## config.mk

```make
export PLATFORM = sky130hd
export DESIGN_NAME = apb_periph_xbar
export DESIGN_NICKNAME = d
export VERILOG_FILES = /design/src/rtl/apb_periph_xbar.sv
export SDC_FILE = /design/constraint.sdc
export NUM_CORES = 1
export LEC_CHECK = 0
export CAP_MARGIN = 20
export CORE_AREA = 4 4 190 192
export CTS_CLUSTER_SIZE = 8
export DETAILED_ROUTE_END_ITERATION = 16
export DIE_AREA = 0 0 194 196
export HOLD_SLACK_MARGIN = 0.1
export PLACE_DENSITY_LB_ADDON = 0.1
export SYNTH_ARGS = -nofsm -noshare
export SYNTH_HDL_FRONTEND = slang
export SYNTH_SLANG_ARGS = --single-unit
export TNS_END_PERCENT = 50
```

## constraint.sdc

```tcl
create_clock -name clk_i -period 3.4 [get_ports clk_i]
set_input_delay 0.68 -clock clk_i [delete_from_list [all_inputs] [get_ports clk_i]]
set_output_delay 0.68 -clock clk_i [all_outputs]
set_load 0.03 [all_outputs]
```

## src/rtl/apb_periph_xbar.sv

```systemverilog
// apb_periph_xbar: registered APB decoder/bridge. One upstream APB slave port
// fans out to NB_SLAVE downstream APB master ports through a runtime address
// map. Adds a decode-miss error, a per-transfer timeout with abort, and a
// saturating error counter.
module apb_periph_xbar #(
    parameter int NB_SLAVE       = 3,
    parameter int ADDR_W         = 32,
    parameter int DATA_W         = 32,
    parameter int TIMEOUT_CYCLES = 255,
    parameter int ERRCNT_W       = 16
) (
    input  logic                         clk_i,
    input  logic                         rst_i,
    input  logic                         psel_i,
    input  logic                         penable_i,
    input  logic                         pwrite_i,
    input  logic [ADDR_W-1:0]            paddr_i,
    input  logic [DATA_W-1:0]            pwdata_i,
    input  logic [DATA_W/8-1:0]          pstrb_i,
    output logic [DATA_W-1:0]            prdata_o,
    output logic                         pready_o,
    output logic                         pslverr_o,
    input  logic [NB_SLAVE*ADDR_W-1:0]   start_addr_i,
    input  logic [NB_SLAVE*ADDR_W-1:0]   end_addr_i,
    output logic [NB_SLAVE-1:0]          m_psel_o,
    output logic                         m_penable_o,
    output logic                         m_pwrite_o,
    output logic [ADDR_W-1:0]            m_paddr_o,
    output logic [DATA_W-1:0]            m_pwdata_o,
    output logic [DATA_W/8-1:0]          m_pstrb_o,
    input  logic [NB_SLAVE*DATA_W-1:0]   m_prdata_i,
    input  logic [NB_SLAVE-1:0]          m_pready_i,
    input  logic [NB_SLAVE-1:0]          m_pslverr_i,
    output logic                         timeout_o,
    output logic [ERRCNT_W-1:0]          err_cnt_o
);

    localparam int STRB_W = DATA_W / 8;
    localparam int IDX_W  = (NB_SLAVE > 1) ? $clog2(NB_SLAVE) : 1;
    // The timeout counter only needs to hold 0 .. TIMEOUT_CYCLES-1.
    localparam int TO_W   = (TIMEOUT_CYCLES > 1) ? $clog2(TIMEOUT_CYCLES) : 1;
    localparam bit TO_EN  = (TIMEOUT_CYCLES != 0);
    localparam logic [TO_W-1:0] TO_LAST = (TIMEOUT_CYCLES > 0) ? TO_W'(TIMEOUT_CYCLES - 1) : '0;

    typedef enum logic [2:0] {
        ST_IDLE,
        ST_SETUP,
        ST_ACCESS,
        ST_RESP,
        ST_ERR
    } state_t;

    state_t              state_reg;
    logic [NB_SLAVE-1:0] m_psel_reg;
    logic                m_penable_reg;
    logic                m_pwrite_reg;
    logic [ADDR_W-1:0]   m_paddr_reg;
    logic [DATA_W-1:0]   m_pwdata_reg;
    logic [STRB_W-1:0]   m_pstrb_reg;
    logic [DATA_W-1:0]   prdata_reg;
    logic                pready_reg;
    logic                pslverr_reg;
    logic                timeout_reg;
    logic [ERRCNT_W-1:0] err_cnt_reg;
    logic [TO_W-1:0]     to_cnt_reg;

    logic [NB_SLAVE-1:0] hit;
    logic [NB_SLAVE-1:0] dec_onehot;
    logic [IDX_W-1:0]    dec_idx;
    logic                dec_any;
    logic [DATA_W-1:0]   rd_masked [NB_SLAVE];
    logic [DATA_W-1:0]   slv_rdata;
    logic                slv_ready;
    logic                slv_err;
    logic [ERRCNT_W-1:0] err_cnt_inc;

    // Per-slave range compare and one-hot select for the winning index; the
    // read-data slices are masked by the latched select so only the active
    // slave contributes to the return path.
    genvar gi;
    generate
        for (gi = 0; gi < NB_SLAVE; gi++) begin : g_slave
            assign hit[gi] = (paddr_i >= start_addr_i[gi*ADDR_W +: ADDR_W]) &&
                             (paddr_i <= end_addr_i[gi*ADDR_W +: ADDR_W]);
            assign dec_onehot[gi] = dec_any && (dec_idx == IDX_W'(gi));
            assign rd_masked[gi]  = m_prdata_i[gi*DATA_W +: DATA_W] & {DATA_W{m_psel_reg[gi]}};
        end
    endgenerate

    // Priority encode the hit vector: the lowest hitting index wins on overlap.
    always_comb begin
        dec_idx = '0;
        dec_any = 1'b0;
        for (int i = NB_SLAVE - 1; i >= 0; i--) begin
            if (hit[i]) begin
                dec_idx = IDX_W'(i);
                dec_any = 1'b1;
            end
        end
    end

    // Collapse the masked read-data slices into the active slave's data.
    always_comb begin
        slv_rdata = '0;
        for (int i = 0; i < NB_SLAVE; i++) begin
            slv_rdata = slv_rdata | rd_masked[i];
        end
    end

    assign slv_ready   = |(m_pready_i & m_psel_reg);
    assign slv_err     = |(m_pslverr_i & m_psel_reg);
    assign err_cnt_inc = (err_cnt_reg == '1) ? err_cnt_reg : err_cnt_reg + 1'b1;

    // Transfer FSM with all outputs registered; response flags are one-cycle
    // pulses cleared by default every cycle.
    always_ff @(posedge clk_i) begin
        if (rst_i) begin
            state_reg     <= ST_IDLE;
            m_psel_reg    <= '0;
            m_penable_reg <= 1'b0;
            m_pwrite_reg  <= 1'b0;
            m_paddr_reg   <= '0;
            m_pwdata_reg  <= '0;
            m_pstrb_reg   <= '0;
            prdata_reg    <= '0;
            pready_reg    <= 1'b0;
            pslverr_reg   <= 1'b0;
            timeout_reg   <= 1'b0;
            err_cnt_reg   <= '0;
            to_cnt_reg    <= '0;
        end else begin
            prdata_reg  <= '0;
            pready_reg  <= 1'b0;
            pslverr_reg <= 1'b0;
            timeout_reg <= 1'b0;
            case (state_reg)
                ST_IDLE: begin
                    if (psel_i && penable_i) begin
                        m_pwrite_reg <= pwrite_i;
                        m_paddr_reg  <= paddr_i;
                        m_pwdata_reg <= pwdata_i;
                        m_pstrb_reg  <= pstrb_i;
                        if (dec_any) begin
                            m_psel_reg <= dec_onehot;
                            state_reg  <= ST_SETUP;
                        end else begin
                            pready_reg  <= 1'b1;
                            pslverr_reg <= 1'b1;
                            err_cnt_reg <= err_cnt_inc;
                            state_reg   <= ST_ERR;
                        end
                    end
                end
                ST_SETUP: begin
                    m_penable_reg <= 1'b1;
                    to_cnt_reg    <= '0;
                    state_reg     <= ST_ACCESS;
                end
                ST_ACCESS: begin
                    // Ready wins over a timeout landing in the same cycle.
                    if (slv_ready) begin
                        pready_reg    <= 1'b1;
                        pslverr_reg   <= slv_err;
                        prdata_reg    <= m_pwrite_reg ? '0 : slv_rdata;
                        m_psel_reg    <= '0;
                        m_penable_reg <= 1'b0;
                        if (slv_err) begin
                            err_cnt_reg <= err_cnt_inc;
                        end
                        state_reg <= ST_RESP;
                    end else if (TO_EN && (to_cnt_reg == TO_LAST)) begin
                        pready_reg    <= 1'b1;
                        pslverr_reg   <= 1'b1;
                        timeout_reg   <= 1'b1;
                        m_psel_reg    <= '0;
                        m_penable_reg <= 1'b0;
                        err_cnt_reg   <= err_cnt_inc;
                        state_reg     <= ST_ERR;
                    end else begin
                        to_cnt_reg <= to_cnt_reg + 1'b1;
                    end
                end
                ST_RESP: state_reg <= ST_IDLE;
                ST_ERR:  state_reg <= ST_IDLE;
                default: state_reg <= ST_IDLE;
            endcase
        end
    end

    assign m_psel_o    = m_psel_reg;
    assign m_penable_o = m_penable_reg;
    assign m_pwrite_o  = m_pwrite_reg;
    assign m_paddr_o   = m_paddr_reg;
    assign m_pwdata_o  = m_pwdata_reg;
    assign m_pstrb_o   = m_pstrb_reg;
    assign prdata_o    = prdata_reg;
    assign pready_o    = pready_reg;
    assign pslverr_o   = pslverr_reg;
    assign timeout_o   = timeout_reg;
    assign err_cnt_o   = err_cnt_reg;

endmodule

```

==> Word level (Yosys, flattened, before mapping) <==
Index checks and enable logic that the tools add are counted.
{ "totals": {"in_bits": 367, "reg_bits": 135} }
{ "classes": {"order_cmp": 6, "mux": 36, "addsub": 2, "n_eq_ne": 13, "n_reduce_logical": 21, "bitwise": 9} }
{ "ops": {"columns": ["cell", "n"], "rows": [
  ["32-bit bitwise AND", 3],
  ["32-bit >= comparator", 3],
  ["32-bit <= comparator", 3],
  ["16-bit two-way mux", 6],
  ["32-bit bitwise OR", 2],
  ["16-bit one-hot mux with 2 select lines", 1],
  ["3-bit two-way mux", 8],
  ["16-bit by 1-bit adder with 16-bit output (second input constant)", 1],
  ["16-bit == test (second input constant)", 1],
  ["8-bit two-way mux", 2],
  ["8-bit one-hot mux with 2 select lines", 1],
  ["1-bit two-way mux", 10],
  ["2-bit != test (second input constant)", 5],
  ["3-bit one-hot mux with 3 select lines", 1],
  ["8-bit by 1-bit adder with 8-bit output (second input constant)", 1],
  ["8-bit == test (second input constant)", 1],
  ["1-bit logical AND", 7],
  ["3-bit bitwise AND", 2],
  ["2-bit two-way mux", 3],
  ["3-bit != test (second input constant)", 2],
  ["1-bit one-hot mux with 2 select lines", 3],
  ["3-bit one-hot mux with 2 select lines", 1],
  ["2-bit AND reduction", 3],
  ["3-bit OR reduction", 2],
  ["other kinds (13)", 15]
]} }

==> Longest topological paths before layout <==
{ "logic_depth": {"ltp_word": 10, "depth_mapped": 13, "depth_no_buf": 11} }

==> Worst setup path before layout <==
No wires, ideal clock.
{ "synth_timing": {"kind": "input to register", "start": "input end_addr_i[49]", "end": "register err_cnt_reg[8] (netlist: err_cnt_o[8])", "setup_slack_ns": 0.350, "setup_ns": 0.121, "path_stages": 12, "required_ns": 3.279, "t_arrival_ns": 2.928, "path_buffers": 1, "path_cell_list": "inv_1 ha_1 a211oi_2 nor2_1 a2111o_1 a2111oi_2 o211ai_1 a32o_2 a31oi_4 buf_6 nor3_2 mux2_4"} }
{ "synth_via": {"elab_chain_len": 6} }
{ "synth_rtl": {"columns": ["element", "line_no", "text"], "rows": [
  ["start: declaration", "24", "input logic [NB_SLAVE*ADDR_W-1:0] end_addr_i,"],
  ["32-bit <= comparator", "84", "(paddr_i <= end_addr_i[gi*ADDR_W +: ADDR_W]);"],
  ["1-bit logical AND", "83", "assign hit[gi] = (paddr_i >= start_addr_i[gi*ADDR_W +: ADDR_W]) &&"],
  ["1-bit two-way mux (2 in series)", "95", "if (hit[i]) begin"],
  ["2-bit != test (no source line)", null, null],
  ["5-bit AND reduction (no source line)", null, null],
  ["end signal: assignment", "149", "err_cnt_reg <= err_cnt_inc;"],
  ["end signal: assignment", "168", "err_cnt_reg <= err_cnt_inc;"],
  ["end signal: assignment", "177", "err_cnt_reg <= err_cnt_inc;"],
  ["end: declaration", "64", "logic [ERRCNT_W-1:0] err_cnt_reg;"]
]} }
No other way between the ends.
A chain may end at the register's enable or synchronous reset.

==> Worst setup path in the final report <==
{ "layout_timing": {"start": "input end_addr_i[47]", "end": "register err_cnt_reg[15] (netlist: err_cnt_o[15])"} }
Same word-level chain as after synthesis.

==> flow_summary.toml <==
[clocking]
path_clk_slew_ps = 60
clkSinkCount = 135
cts_tree = "done"
clockBufferDepth = 2
clock_latency_ps = 430
hold_buffers = 0
htreeDepth = 4
cts_buffers = 17
root_buffer = "clkbuf_16"

[placement]
port_buffers = 490
place_ws_ps = -727
gp_congestion = 0.866
hpwl_um = 33600
dp_cells = 2289
placed_area_um2 = 16100

[synth]
synth_nets = 1849
async_flop_share_pct = 0
synth_flop_cell = "dfxtp_1"
seq_area_frac_synth_pct = 27.0
yosys-top-cells-count = "inv_1 (197), ha_1 (195), nand2_1 (193)"
synth_cell_types = 62
synth_top_area_cell = "dfxtp_1"
synth-edff-count = 0
yosys_warnings = 0
syn_avg_cell_area_um2 = 7.79
synth_cells = 1287
syn_area_um2 = 10000
yosysMostFrequentCell = "inv_1"
synth_area_leaders = "dfxtp_1 (27%), ha_1 (24%), a21oi_1 (7.5%)"
ys_seq_elements = 135
synth_top_area_share_pct = 27.0

[sta]
clock_skew_ps = 7.31
fin_crit_ps = 3350
setup_viol = 0
rsz0062_at_grt = "true"
slew_violations = 0
max_freq_ghz = 0.298
finalSetupTns_ps = 0
setup_slack_ps = 47.5
max-slew-margin-rel_pct = 52.7
final_hold_viol_count = 0
worst_slew_pin_slew_ps = 709
finalCritPeriodShare_pct = 98.6

[floorplanning]
rows = 68
die_w_um = 194
core_um2 = 34400
die_y_um = 196
die-area_um2 = 38000
initial_core_util_pct = 29.2
io-pin-count = 491

[detailed_routing]
drt_pre_antenna_iters = 8
avgViaCountPerCell = 4.77
num_vias = 11100
wl_um = 41000
ant_nets = 0
routedWlPerCell_um = 17.6
drc = 0
first_iter_violations = 545

[worst_setup_path]
slowest_stage = "clkdlybuf4s50_1"
startpoint_type = "input port"
max_stage_delay_ps = 470
worst_r2r_endpoint = "to_cnt_reg[7]$_SDFFE_PP0P_"
worstSetupStartpoint = "end_addr_i[47]"
worstReg2RegStart = "state_reg[1]$_SDFFE_PP0P_"
r2r_cells = 6
r2r_slack_ps = 990
crit_arrival_ps = 3710
worstPathCellList = "clkdlybuf4s50_1 -> inv_2 -> ha_4 -> nand4_1 -> buf_4 -> nor4_4 -> a2111oi_4 -> o211ai_1 -> a32o_2 -> buf_6 -> a31oi_4 -> or4_4 -> a21oi_2"
worstPathRequired_ps = 3750
cp-end-kind = "register"
crit_type = "input port to register"
crit_fanout = 6

[global_route]
grt_use_total_pct = 20.3
first_global_vias = 11100
antenna_found_initial = 8
grt_pass1_wl_um = 61500
grt_start_max_net_pins = 63
gr-total-overflow = 0

[finish]
nNetsFinal = 2427
regArea_um2 = 2700
multi_input_area_um2 = 6830
fillers = 3356
drive_gt1_share_pct = 11.7
syn2layout_area_growth_pct = 72.7
stdcell_area_um2 = 17300
finalNonFillerCells = 2337

[run]
cap_violations = 0

[min_path]
min_path_cells = 2
hold_end = "m_pwdata_o[8]$_SDFFE_PP0P_"
hp-class = "register to register"
hold_start = "m_pwdata_o[8]$_SDFFE_PP0P_"

[pwr]
leakagePower_uw = 0.00779
power_density_nw_per_um2 = 320
ir_drop_uv = 379
total_power_uw = 5550

[outcome]
status = "finished clean"
-- cells in the final DEF (no fill, tap or decap), drive strengths merged, types with 8 or more instances in the layout --
cell type	netlist	final
dfxtp	135	135
a21o	32	32
nor3	10	10
nand4	35	35
nand2	193	193
dlymetal6s2s	0	22
o21ai	34	34
o31ai	15	15
clkbuf	42	18
ha	195	195
or4	12	12
nor4	8	8
nand3	26	26
inv	197	198
a222oi	33	33
a21oi	151	151
nor2	69	69
buf	6	116
clkdlybuf4s50	0	461
a211oi	11	11
-- layout make-up --
type	instances	share of cell area, %
diodes	6	0.0867
clock buffers	18	2.54
inverters	197	4.27
flip-flops and latches	135	15.6
multi-input cells	909	39.5
clock inverters	12	0.752
well taps	455	3.29
repair buffers	605	34.0
-- where the power goes --
group / switching [uW] / internal (uW) / total, uW
combinational: 999 / 1020 / 2020
sequential: 50.7 / 1660 / 1710
clock: 729 / 1090 / 1820
total: 1780 / 3770 / 5550
-- cells by family (layout without fill, tap and decap cells) --
logic type / after synthesis / in the layout / share of synthesized area, %
buf+inv: 245 / 832 / 9.46
simple gates: 392 / 392 / 18.1
compound gates: 311 / 313 / 20.2
flops: 135 / 135 / 27.0
other cells: 0 / 6 / 0
mux: 5 / 5 / 0.562
xor+xnor: 4 / 4 / 0.349
fa+ha+maj: 195 / 195 / 24.3
-- timing repair --
action | in CTS | in global routing
buffers inserted | 6 | 4
setup endpoints to repair | 19 | 20
gates cloned | 2 | 0
pin swaps | 15 | 55
gates resized for setup | 24 | 87
-- routing by layer --
metal / global-route usage (%) / wire length (um)
met5: 0 / 21
met4: 5.36 / 486
met3: 5.75 / 2740
met2: 35.9 / 20700
met1: 24.4 / 17100
-- stage by stage --
step / util (%) / hold WS, ps
finish: 50.4 / 453
global route: 50.4 / 468
CTS: 49.1 / 456
detailed placement: 47.0 / 447
global placement: 46.9 / 442
floorplan: - / 459
-- worst max-delay path, delay by kind of cell --
family | cells | cell delay [ps]
compound gates | 5 | 1040
fa+ha+maj | 1 | 250
buf+inv | 4 | 830
simple gates | 3 | 900
-- how the worst max path moves through the flow --
stage | to | slack, ps
after global placement | err_cnt_o[0]$_SDFFE_PP0P_ | -770
after detailed placement | err_cnt_o[0]$_SDFFE_PP0P_ | -730
after floorplan | err_cnt_o[8]$_SDFFE_PP0P_ | 350
final | err_cnt_o[15]$_SDFFE_PP0P_ | 50
after CTS | m_psel_o[2]$_SDFFE_PP0P_ | -50
after global routing | err_cnt_o[15]$_SDFFE_PP0P_ | -60
Note: power is estimated with default switching activity, not from simulation.
==> RTL edit 1 (same settings) <==
Change the parameter `TIMEOUT_CYCLES` from 255 to 510.
--- a/src/rtl/apb_periph_xbar.sv
+++ b/src/rtl/apb_periph_xbar.sv
@@ -7,5 +7,5 @@
     parameter int ADDR_W         = 32,
     parameter int DATA_W         = 32,
-    parameter int TIMEOUT_CYCLES = 255,
+    parameter int TIMEOUT_CYCLES = 510,
     parameter int ERRCNT_W       = 16
 ) (
Check against the original RTL: same outputs for any inputs over 4 cycles, from zero or initial values and one cycle with rst_i high; that may be too few to reach the edited logic, so the function may still have changed.
==> RTL edit 1 against the original RTL <==
  * Count of clock-buffer cells in the layout grew 3
  * Sequential cell count grew 1
  * Core utilization grew 2.0 points
  * Final area grew 4.0%
  * Worst setup slack gained 0.039 ns
  * Synthesized area shrank 0.69%
  * Power shrank 2.0%
  * Clock power grew 9%
  * Wire length grew 8.8%
==> RTL edit 1: results (changes against the original RTL) <==
Drt
  – DR vias: 11.5k (+3.0%)
  – Drt via density: 4.82 (+1.0%)
  – Detailed-route wire length per cell: 18.7 µm (+6.7%)
  – Iteration count of the initial detailed-routing pass: 6 (-2)
  – WL met3: 2330 µm (-15%)
  – Wire length on met1: 17,000 µm (-0.48%)
  – Initial DRC count: 488 (-10%)
  – Met2 Routed Length: 23,900 µm (+15%)

Placed design
  – DP HPWL: 37,400 µm (+11%)
  – IO Port Bufs: 490 (unchanged)
  – Dpl cells: 2,327 (+1.7%)
  – DP Worst Slack: -0.998 ns (-0.272 ns)
  – Placer Congestion: 0.913 (+5.4%)
  – Placed inst area: 16,300 µm² (+0.81%)

Final layout
  – Nets: 2,469 (+1.7%)
  – ClkCell Share: 3.56% (+0.27 points)
  – Signal buf overhead: 34.4% (+0.39 points)
  – Buffers excl. clock: 637 (+5.3%)
  – Total area of sequential cells: 2720 µm² (+0.74%)
  – Multi-input gates: 918 (+0.99%)
  – Antenna cell count: 8 (+2)
  – Clock buf count: 21 (+3)
  – Post-layout util: 52.4% (+2.0 points)
  – Share of post-route cells with drive strength above 1: 15.3% (+3.6 points)
  – Filler Cell Count: 3,254 (-3.0%)
  – Area occupied by multi-input gates: 7120 µm² (+4.3%)
  – Invs w/o clock: 197 (unchanged)

Clock tree
  – H-tree levels: 4 (unchanged)
  – Worst-path clk slew: 0.06 ns (about the same)
  – Clock buffer count from CTS: 17 (unchanged)
  – Clk_lat worst skew: 0.42 ns
  – Sink Count: 136 (+0.74%)

Power
  – P_int: 0.00388 W (+2.9%)
  – Clock group power: 0.00199 W (+9%)
  – Pleak: 7.94 nW (+1.9%)
  – Peak supply drop: 0.281 mV (-26%)
  – PD cells: 302 nW/µm² (-5.7%)

Worst hold path
  – Tightest Hold Check Type: flop to flop

Synth
  – Sequential share of the synthesized area: 27.4% (+0.39 points)
  – Post-Synth XOR/XNOR Area: 0.352% (+0.0024 points)
  – Multiplexer share of the synthesized area: 0.528% (-0.034 points)
  – FFs w/ async S/R, synth: 0% (unchanged)
  – Post-synth cell types: 55 (-11%)
  – Mapped Cells: 1,294 (+0.54%)
  – Largest family of logic cells by synthesized area: adder cells
  – Synth Area in Adders: 24.5% (+0.17 points)
  – Compound-Gate Fraction of Synth Area: 19.4% (-0.82 points)
  – Synth top cells by count: 201 x nand2_1, 197 x inv_1, 195 x ha_1
  – Synth top area cells: dfxtp_1 27%, ha_1 25%, a21oi_1 8.0%
  – Synth Net Count: 1,856 (+0.38%)

GRT
  – First-pass GRT wire length: 66,500 µm (+8.0%)
  – Largest net degree at the start of global routing: 44 (-30%)
  – All-layer global routing usage: 22.1% (+1.7 points)
  – Initial antenna violation count: 10 (+2)
  – Vias in the first global route: 11.6k (+4.5%)

STA
  – Skew final: 0.0120 ns (+0.00467 ns)
  – Slew @ Worst Pin: 0.702 ns (-0.00707 ns)

Status
  – Status: finished clean

Setup path
  – Crit path arrival time: 3.67 ns (-0.04 ns)
  – Max FO, Critical Path: 6 (unchanged)
==> RTL edit 1: timing repair <==
| action | 4_1_cts | 5_1_grt |
|---|---|---|
| cloned | 0 | 3 |
| setup buffers | 1 | 14 |
| endpoints found under the setup margin | 23 | 19 |
| gates resized for setup | 37 | 151 |
| pin swaps | 7 | 47 |
==> RTL edit 1: cells by family after synthesis <==
group | count (synthesis)
adders and majority gates | 195
muxes | 5
buffers and inverters | 240
AOI/OAI and AO/OA | 304
and+or+nand+nor | 410
xor gates and xnor gates | 4
DFF | 136
==> RTL edit 1: worst paths after layout <==
kind | from | end | slack [ns] | cells past startpoint
setup / recovery | start_addr_i[41] | err_cnt_o[10]$_SDFFE_PP0P_ | 0.09 | 13
setup reg to reg | err_cnt_o[7]$_SDFFE_PP0P_ | err_cnt_o[10]$_SDFFE_PP0P_ | 0.65 | 10
hold reg to reg | m_pwdata_o[5]$_SDFFE_PP0P_ | m_pwdata_o[5]$_SDFFE_PP0P_ | 0.45 | 2
hold / removal | m_pwdata_o[5]$_SDFFE_PP0P_ | m_pwdata_o[5]$_SDFFE_PP0P_ | 0.45 | 2
==> RTL edit 1: metal layers <==
layer	vias up	GRT usage, %
met5	-	0
met4	2	8.75
met3	63	4.16
met2	360	41.7
met1	5284	24.3
li1	5773	-
==> RTL edit 1: critical path: stages <==
cell and delay, ns:
clkdlybuf4s50_1 0.46, inv_1 0.04, ha_1 0.30, a21oi_2 0.14, o21ai_1 0.10, a2111oi_2 0.43, o21ai_2 0.14, a41oi_2 0.25
o32ai_4 0.16, o22a_4 0.29, buf_12 0.14, or4_4 0.41, a21oi_2 0.11
==> RTL edit 2 (config.mk and constraints unchanged) <==
Made on the original files. Make the reset (`rst_i`) asynchronous in one clocked block.
--- a/src/rtl/apb_periph_xbar.sv
+++ b/src/rtl/apb_periph_xbar.sv
@@ -114,5 +114,5 @@
     // Transfer FSM with all outputs registered; response flags are one-cycle
     // pulses cleared by default every cycle.
-    always_ff @(posedge clk_i) begin
+    always_ff @(posedge clk_i or posedge rst_i) begin
         if (rst_i) begin
             state_reg     <= ST_IDLE;
Behaviour: differs if rst_i is asserted again (counterexample within 4 cycles, from zero or initial values and one cycle with rst_i high); with rst_i held inactive, the same outputs for 4 cycles.
==> RTL edit 2 against the original RTL <==
  * Worst setup slack better by 0.019 ns
  * Count of clock-buffer cells in the layout is 3 higher
  * Sequential cell count is the same
  * Synthesized area is 3.6% higher
  * Final area grew 1.7%
  * Critical endpoint is now err_cnt_o[13]$_DFFE_PP0P_
  * First-iteration DRC count is 19% lower
  * Wire length is 7.0% higher
  * Global-route usage increased by 2.5 points
  * Register-to-register slack got worse by 0.18 ns
  * Critical path type unchanged
  * Synthesized cell count down 16%
  * Final cell count decreased by 7.4%
  * Worst hold slack improved by 0.040 ns
Power is not compared: it rests on default switching activity, and its combinational part moved more than twofold at a synthesized area within 25%.
==> RTL edit 2: results (changes against the original RTL) <==
Clock tree
  – Max clock buf depth: 2 (unchanged)
  – H-tree levels: 4 (unchanged)
  – Clock buffer count from CTS: 17 (unchanged)
  – Clk_lat worst skew: 0.44 ns

Synth
  – Synth Net Count: 1,643 (-11%)
  – Multiplexer share of the synthesized area: 7.80% (+7.2 points)
  – FFs w/ async S/R, synth: 100% (+100 points)
  – Sequential share of the synthesized area: 32.5% (+5.6 points)
  – Synth top cells by count: 195 x ha_1, 194 x inv_1, 135 x dfrtp_1
  – Synth Area in Adders: 23.5% (-0.84 points)
  – Synth top area cells: dfrtp_1 33%, ha_1 24%, mux2_2 7.5%
  – Post-synth cell types: 64 (+3.2%)
  – Compound-Gate Fraction of Synth Area: 15.2% (-5.0 points)
  – Avg Cell Area, Syn: 9.60 µm² (+23%)
  – Post-synth top area cell: dfrtp_1
  – Yosys warns: 0 (unchanged)
  – Main flop type after synthesis: dfrtp_1
  – Post-Synth XOR/XNOR Area: 1.60% (+1.3 points)

Final layout
  – Nets: 2,253 (-7.2%)
  – Filler Cell Count: 3,237 (-3.5%)
  – Clock buf count: 21 (+3)
  – Signal buf overhead: 33.8% (-0.22 points)
  – Invs w/o clock: 194 (-1.5%)
  – Fin cells: 2,165 (-7.4%)
  – Final Cell Area: 17,600 µm² (+1.7%)
  – Seq area share: 19.2% (+3.6 points)
  – ClkCell Share: 3.13% (-0.16 points)
  – Buffers excl. clock: 620 (+2.5%)
  – Area occupied by multi-input gates: 6410 µm² (-6.2%)
  – Multi-input gates: 723 (-20%)
  – Share of post-route cells with drive strength above 1: 16.7% (+4.9 points)

Placed design
  – Placer Congestion: 0.899 (+3.8%)
  – DP HPWL: 37,100 µm (+10%)
  – Placed inst area: 16,700 µm² (+3.7%)
  – Dpl cells: 2,124 (-7.2%)
  – IO Port Bufs: 490 (unchanged)
  – DP Worst Slack: -0.597 ns (+0.129 ns)

Setup path
  – CP max-delay cell: a221oi_1
  – Crit-path leading delay family: compound AO/OA/AOI/OAI gates
  – Biggest cell delay along the critical path: 0.59 ns (+0.12 ns)
  – Crit path arrival time: 3.66 ns (-0.05 ns)

GRT
  – First-pass GRT wire length: 66,800 µm (+8.5%)
  – Vias in the first global route: 11.2k (+0.23%)
  – Largest net degree at the start of global routing: 52 (-17%)
  – Initial antenna violation count: 9 (+1)
  – All-layer global routing usage: 22.8% (+2.5 points)

Drt
  – WL met3: 3770 µm (+38%)
  – Iteration count of the initial detailed-routing pass: 6 (-2)
  – Detailed-route wire length per cell: 20.3 µm (+16%)
  – Wire length on met1: 17,000 µm (-0.43%)
  – Drt via density: 4.85 (+1.7%)
  – Initial DRC count: 442 (-19%)
  – Met2 Routed Length: 22,100 µm (+6.5%)

Power
  – Peak supply drop: 0.550 mV

STA
  – Slew @ Worst Pin: 0.659 ns (-0.0503 ns)
  – Skew final: 0.0117 ns (+0.00442 ns)

Status
  – Status: finished clean

Floorplan
  – Tap Cells: 455 (unchanged)
[RTL edit 2: what timing repair did]
item | CTS | global route
setup endpoints to repair | 18 | 20
pin swaps | 21 | 9
hold buffers | 0 | 0
gates cloned | 1 | 0
buffers inserted | 1 | 1
resized for setup | 59 | 20
[RTL edit 2: through the flow]
step / setup TNS [ns] / hold WS [ns]
floorplan: 0 / 0.505
global placement: -10.52 / 0.480
detailed placement: -11.14 / 0.490
CTS: -0.00753 / 0.497
global route: -0.0226 / 0.523
finish: 0 / 0.493
[RTL edit 2: path summary, 6_finish.rpt]
| path | cells after the start | end | slack (ns) | startpoint |
|---|---|---|---|---|
| setup / recovery | 14 | err_cnt_o[13]$_DFFE_PP0P_ | 0.07 | start_addr_i[23] |
| hold / removal | 1 | err_cnt_o[10]$_DFFE_PP0P_ | 0.49 | err_cnt_o[10]$_DFFE_PP0P_ |
| setup reg to reg | 8 | err_cnt_o[14]$_DFFE_PP0P_ | 0.81 | m_psel_o[1]$_DFFE_PP0P_ |
| hold reg to reg | 1 | err_cnt_o[10]$_DFFE_PP0P_ | 0.49 | err_cnt_o[10]$_DFFE_PP0P_ |
| max in group asynchronous | 3 | m_psel_o[0]$_DFFE_PP0P_ | 2.13 | rst_i |
| min in group asynchronous | 2 | prdata_o[18]$_DFF_PP0_ | 0.60 | rst_i |
[RTL edit 2: metal layers]
| metal | vias to the layer above | global-route usage, % |
|---|---|---|
| li1 | 5132 | - |
| met1 | 4938 | 25.2 |
| met2 | 361 | 40.9 |
| met3 | 62 | 8.57 |
| met4 | 6 | 6.98 |
| met5 | - | 0 |
[RTL edit 2: where the power goes]
group | total [W] | internal [W] | switching, W
Sequential | 0.00251 | 0.00214 | 0.000370
Combinational | 0.00497 | 0.00235 | 0.00263
Clock | 0.00179 | 0.000983 | 0.000810
